--- config.mk ---
export PLATFORM = sky130hd
export DESIGN_NAME = return_addr_stack
export DESIGN_NICKNAME = d
export VERILOG_FILES = /design/src/rtl/return_addr_stack.sv
export SDC_FILE = /design/constraint.sdc
export NUM_CORES = 1
export LEC_CHECK = 0
export CAP_MARGIN = 20
export CORE_ASPECT_RATIO = 0.8
export CORE_MARGIN = 10
export CORE_UTILIZATION = 24
export DETAILED_ROUTE_END_ITERATION = 12
export GPL_TIMING_DRIVEN = 0
export PLACE_DENSITY = 0.49
export RECOVER_POWER = 100
export SLEW_MARGIN = 20
export SYNTH_ARGS = -nofsm -noshare
export SYNTH_HDL_FRONTEND = slang
export SYNTH_SLANG_ARGS = --single-unit
--- constraint.sdc ---
create_clock -name clk -period 8.85 [get_ports clk]
set_input_delay 2.655 -clock clk [delete_from_list [all_inputs] [get_ports clk]]
set_output_delay 2.655 -clock clk [all_outputs]
set_load 0.02 [all_outputs]
--- src/rtl/return_addr_stack.sv ---
// DEPTH-entry LIFO of return addresses beside the PC fetch logic; top/status are decoded straight from registers.
// A push or pop lands on the next rising edge; stall freezes state, flush empties the stack, no backpressure.
module return_addr_stack #(
   parameter int DATA_W    = 16,
   parameter int DEPTH     = 8,
   parameter int OVERWRITE = 1
) (
   input  logic                       clk,
   input  logic                       rst,
   input  logic                       push,
   input  logic                       pop,
   input  logic [DATA_W-1:0]          push_data,
   input  logic                       stall,
   input  logic                       flush,
   input  logic                       clr_err,
   output logic [DATA_W-1:0]          top,
   output logic                       empty,
   output logic                       full,
   output logic [$clog2(DEPTH+1)-1:0] count,
   output logic                       overflow,
   output logic                       underflow
);

   localparam int PTR_W = $clog2(DEPTH);
   localparam int CNT_W = $clog2(DEPTH+1);
   localparam logic [CNT_W-1:0] CNT_FULL = CNT_W'(DEPTH);

   logic [DATA_W-1:0] mem [DEPTH];
   logic [PTR_W-1:0]  sp;
   logic [PTR_W-1:0]  sp_dec;
   logic [PTR_W-1:0]  sp_nxt;
   logic [CNT_W-1:0]  cnt;
   logic [CNT_W-1:0]  cnt_nxt;
   logic [PTR_W-1:0]  wr_addr;
   logic              active;
   logic              replace;
   logic              push_eff;
   logic              pop_eff;
   logic              wr_en;
   logic              ovf_evt;
   logic              unf_evt;

   assign sp_dec = sp - PTR_W'(1);
   assign empty  = (cnt == '0);
   assign full   = (cnt == CNT_FULL);
   assign count  = cnt;
   // Memory is never reset, so stale contents must be masked while empty.
   assign top    = empty ? '0 : mem[sp_dec];

   always_comb begin
      active   = !flush && !stall;
      replace  = active && push && pop && !empty;
      push_eff = active && push && !replace;
      pop_eff  = active && pop && !push;
      ovf_evt  = push_eff && full;
      unf_evt  = pop_eff && empty;
      wr_en    = replace || (push_eff && (!full || (OVERWRITE != 0)));
      wr_addr  = replace ? sp_dec : sp;

      sp_nxt  = sp;
      cnt_nxt = cnt;
      if (flush) begin
         sp_nxt  = '0;
         cnt_nxt = '0;
      end else if (push_eff && !full) begin
         sp_nxt  = sp + PTR_W'(1);
         cnt_nxt = cnt + CNT_W'(1);
      end else if (push_eff && (OVERWRITE != 0)) begin
         // Full and overwriting: the pointer wraps onto the oldest slot, count saturates.
         sp_nxt  = sp + PTR_W'(1);
      end else if (pop_eff && !empty) begin
         sp_nxt  = sp_dec;
         cnt_nxt = cnt - CNT_W'(1);
      end
   end

   always_ff @(posedge clk or posedge rst) begin
      if (rst) begin
         sp        <= '0;
         cnt       <= '0;
         overflow  <= 1'b0;
         underflow <= 1'b0;
      end else begin
         sp        <= sp_nxt;
         cnt       <= cnt_nxt;
         // A fresh error event outranks a same-cycle clear.
         overflow  <= ovf_evt | (overflow & ~clr_err);
         underflow <= unf_evt | (underflow & ~clr_err);
      end
   end

   always_ff @(posedge clk) begin
      if (wr_en) begin
         mem[wr_addr] <= push_data;
      end
   end

endmodule
### Yosys cells after proc, flatten, opt, wreduce, memory -nomap -nowiden

Memory sizes are Yosys's and may differ from the RTL's.
Cells that the tools add are included.

| operators by class | value |
|---|---|
| shifts and indexed selects | 0 |
| mux-type cells | 12 |
| div/mod/pow operators | 0 |
| bitwise logic cells | 5 |
| $add $sub $neg | 4 |
| multiply operators | 0 |
| equality and inequality tests | 2 |
| order comparisons | 0 |
| reduce and logical (&&, ||, !) cells | 22 |

Operator list:

| kind | count |
|---|---|
| 16-bit two-way mux | 1 |
| 4-bit two-way mux | 4 |
| 3-bit two-way mux | 5 |
| 1-bit logical AND | 11 |
| 1-bit zero test | 6 |
| 4-bit by 1-bit adder with 4-bit output, second input constant | 1 |
| 4-bit == test, second input constant | 1 |
| 4-bit zero test | 1 |
| 4-bit nonzero test | 1 |
| 4-bit by 1-bit subtractor with 4-bit output, second input constant | 1 |
| 3-bit by 1-bit adder with 3-bit output, second input constant | 1 |
| 3-bit by 2-bit != test with 1-bit output, second input constant | 1 |
| 3-bit nonzero test | 1 |
| 3-bit by 1-bit subtractor with 3-bit output, second input constant | 1 |
| 1-bit AND | 2 |
| 1-bit two-way mux | 2 |
| 1-bit OR | 2 |
| 2-bit AND reduction | 1 |
| 1-bit logical OR | 1 |
| 1-bit inverter | 1 |

| storage, ports and cells | value |
|---|---|
| input bits | 23 |
| memories | 1 |
| output and inout bits | 24 |
| word-level logic and storage cells | 50 |
| bits in registers | 9 |
| bits in latches | 0 |
| ROM bits | 0 |
| RAM bits | 128 |

Memory list:

| memory | words | bits a word | rd ports | clocked after Yosys merged registers in | write ports | RTL line | RTL |
|---|---|---|---|---|---|---|---|
| mem | 8 | 16 | 1 | 0 | 1 | 28 | `logic [DATA_W-1:0] mem [DEPTH];` |

### Longest topological paths before layout

| logic depth | value |
|---|---|
| word-level depth | 10 |
| mapped depth | 10 |

### Worst setup path before layout

Ideal clock, no wire load.

| timing | value |
|---|---|
| path kind | flip-flop to output port |
| start | register sp[0] |
| end | output port top[10] |
| data required time | 6,195 ps |
| data arrival time | 2,511 ps |
| cell stages (with the launch flop) | 10 |
| setup slack | 3,684 ps |
| cell sequence | dfrtp_1 buf_2 buf_2 inv_1 ha_1 clkbuf_1 buf_1 mux4_2 nand2_1 a21oi_1 |

| between the ends | value |
|---|---|
| cells in the longest elaborated chain, start to end | 3 |

Ends and longest elaborated chain:

| item | RTL line | RTL |
|---|---|---|
| start, declared | 29 | `logic [PTR_W-1:0] sp;` |
| start signal, assigned | 84 | `sp <= sp_nxt;` |
| 3-bit by 1-bit subtractor with 3-bit output | 43 | `assign sp_dec = sp - PTR_W'(1);` |
| memory read 8 x 16 bit | n/a |  |
| 16-bit two-way mux | 48 | `assign top = empty ? '0 : mem[sp_dec];` |
| end, declared | 16 | `output logic [DATA_W-1:0] top,` |

No other way between the ends.

### Worst setup path in the final report

| timing | value |
|---|---|
| start | register sp[0] |
| end | output port top[5] |

Same word-level chain as after synthesis.

==> out/metrics.yaml <==
p_leak_nw: 2.263
grt_pass1_vias: 3153
path_clk_slew_ns: 0.06
grt.busiest_layer: "met2"
final_nets: 407
hold_viol_final: 0
fmax_mhz: 133.3
core_mm2: 0.02268
use_met3_pct: 3.443
setup_viol: 0
async_flop_share_pct: 6.569
dr.pass1.iters: 5
violations: "max-capacitance violations, max-slew violations"
pin_count: 47
finalCritPeriodShare_pct: 84.75
die_area_mm2: 0.02980
antenna_left: 0
design_area_mm2: 0.006987
crit_fanout: 10
stdcell_count: 699
diodes: 0
critPathRequiredTime_ns: 6.20
synthToLayoutAreaGrowth_pct: 25.15
synth_top_area_share_pct: 68.85
final_core_util_pct: 30.80
synth_seq_area_share_pct: 72.88
numPortBuffers: 45
rsz0062_at_grt: "no"
finalSetupTns_ns: 0
yosys.area.top_type: "edfxtp_1"
hold_buffers: 0
synth_area_leaders: "edfxtp_1 69%, mux4_2 13%, dfrtp_1 4.0%, nand2_1 2.4%, a21oi_1 1.8%"
hold-worst-slack_ns: 0.5107
synth-seq-cells: 137
dp.cells: 667
post_cts_resized: 0
row_count: 49
drv_cap: 1
synth_edf_count: 128
cts-root-buf: "clkbuf_16"
die_x_um: 190.5
fp.dieH_um: 156.4
worstSkewPairLatency_ns: 0.42
cp-start-kind: "register"
yosysWarnings: 0
grt_use_total_pct: 8.951
maxSlewViolCount: 17
cts_made_buffers: 17
cts.htree.levels: 4
holdCritPathClass: "reg2reg"
tightest_slew_ns: 1.779
grt_max_degree: 17
synth_ff_type: "edfxtp_1"
cts.sinks: 137
crit_family: "buffers and inverters"
worstSetupEndpointType: "output port"
dp_hpwl_um: 8566
syn_inst: 308
grt-ovfl-total: 0
drive_gt1_share_pct: 19.59
period_needed_ns: 7.500
gp_congestion: 0.7439
cts_tree: "built"
syn_nets: 335
syn_avg_cell_area_um2: 18.13
drc: 0
synthDistinctLibCells: 39
vias: 3004
crit_path_cell_trace: "buf_2, clkbuf_1, inv_1, ha_1, xnor2_1, clkbuf_1, nand2_1, a21oi_1, dlygate4sd3_1"
cp_num_buf_inv: 5
finalWirelength_um: 12900
grt_pass1_wl_um: 19670
grt_use_met1_pct: 11.52
multi_input_area_mm2: 0.001420
gr-usage-met2_pct: 13.73
power_density_mw_per_mm2: 315.0
drt_iter0_drc: 262
critPathKind: "reg2out"
placed_area_mm2: 0.006531
num-fill-cells: 2253
synth_area_mm2: 0.005583
ir_worst_vdd_v: 0.0001508
run_status: "complete, but fails checks"
crit_top_cell: "clkbuf_1"
initial_core_util_pct: 24.61
cts_buffer_depth: 2
fin_skew_ns: 0.006412
viasPerCell: 4.298
cpMaxStageDelayCell: "xnor2_1"
wl_per_cell_um: 18.45
cp.arrival_ns: 4.85
max_stage_delay_ns: 0.87
antenna_found_initial: 1
slew_headroom_pct: -19.04
seq_area_mm2: 0.004069
cts_setup_buffers: 0
synthesized netlist by cell type, types with 2 or more instances:
cell	instances
nor2_1	12
ha_1	4
a21oi_1	20
xnor2_1	4
edfxtp_1	128
nand3_1	2
nand2b_1	2
nor3_1	5
a31oi_1	4
or2_2	2
mux2i_1	2
nand2_1	36
buf_2	5
clkbuf_1	5
or4_1	3
dfrtp_1	9
buf_1	4
a22o_1	2
xor2_1	3
mux4_2	32
o21ai_0	2
inv_1	5
cell usage in the layout (no fill, tap or decap), drive strengths merged, types with 2 or more instances in the layout:
cell,count
or4,3
clkbuf,35
mux4,32
clkdlybuf4s50,7
nand3,2
or2,2
ha,4
clkinvlp,3
xor2,3
nand2,36
a31oi,4
o21ai,3
o41ai,2
nand2b,2
inv,12
mux2i,2
edfxtp,128
clkinv,5
xnor2,4
dfrtp,9
nor3,5
a21oi,21
buf,6
nor2,12
dlygate4sd3,38
a22o,2
worst paths after layout:
| path | startpoint | endpoint | slack [ns] | cells past startpoint |
|---|---|---|---|---|
| max in group asynchronous | rst | sp[2] | 5.93 | 2 |
| hold / removal | underflow | underflow | 0.51 | 2 |
| setup reg to reg | sp[0] | mem[5][11] | 3.88 | 9 |
| setup / recovery | sp[0] | top[5] | 1.35 | 9 |
| hold reg to reg | underflow | underflow | 0.51 | 2 |
| min in group asynchronous | rst | count[1] | 2.65 | 2 |
layout make-up:
cell class | count | share of cell area, %
clock buffers | 18 | 6.143
clock inverters | 14 | 1.630
multi-input cells | 150 | 20.33
flip-flops and latches | 137 | 58.24
inverters | 6 | 0.3223
repair buffers | 53 | 6.877
plain buffers | 15 | 0.9850
well taps | 306 | 5.480
flip-flops by register name, summed over array words and instances, names as in the netlist:
signal and count:
count 4, mem 128, overflow 1, sp 3
underflow 1
layer usage:
layer | up-vias | part of all wire, %
met4 | 0 | 0.77
met5 | - | 0
li1 | 1375 | -
met3 | 8 | 4.7
met1 | 1554 | 47
met2 | 67 | 48
logic make-up (layout without fill, tap and decap cells):
logic type / after synthesis / after routing / synth area share (%)
compound gates: 34 / 34 / 3.945
xor+xnor: 7 / 7 / 1.098
fa+ha+maj: 5 / 5 / 1.098
buf+inv: 21 / 106 / 1.658
flops: 137 / 137 / 72.88
mux: 35 / 35 / 13.47
simple gates: 69 / 69 / 5.849
worst min-delay path: stages (launching register included):
cell and delay [ns]:
dfrtp_1 0.35, nand2b_1 0.07, o41ai_1 0.06
power by group:
part	internal [W]	switching, W
registers	0.000743	0.0000206
clock network	0.000364	0.000278
logic	0.000320	0.000475
total	0.00143	0.000774
per-stage QoR:
stage,power (W),worst slack (ns)
CTS,0.002283,1.648
finish,0.002201,1.350
global placement,0.001617,2.146
floorplan,0.001265,3.684
global route,0.002325,0.9596
detailed placement,0.001632,2.126
Power figures use the tool's default switching activity.
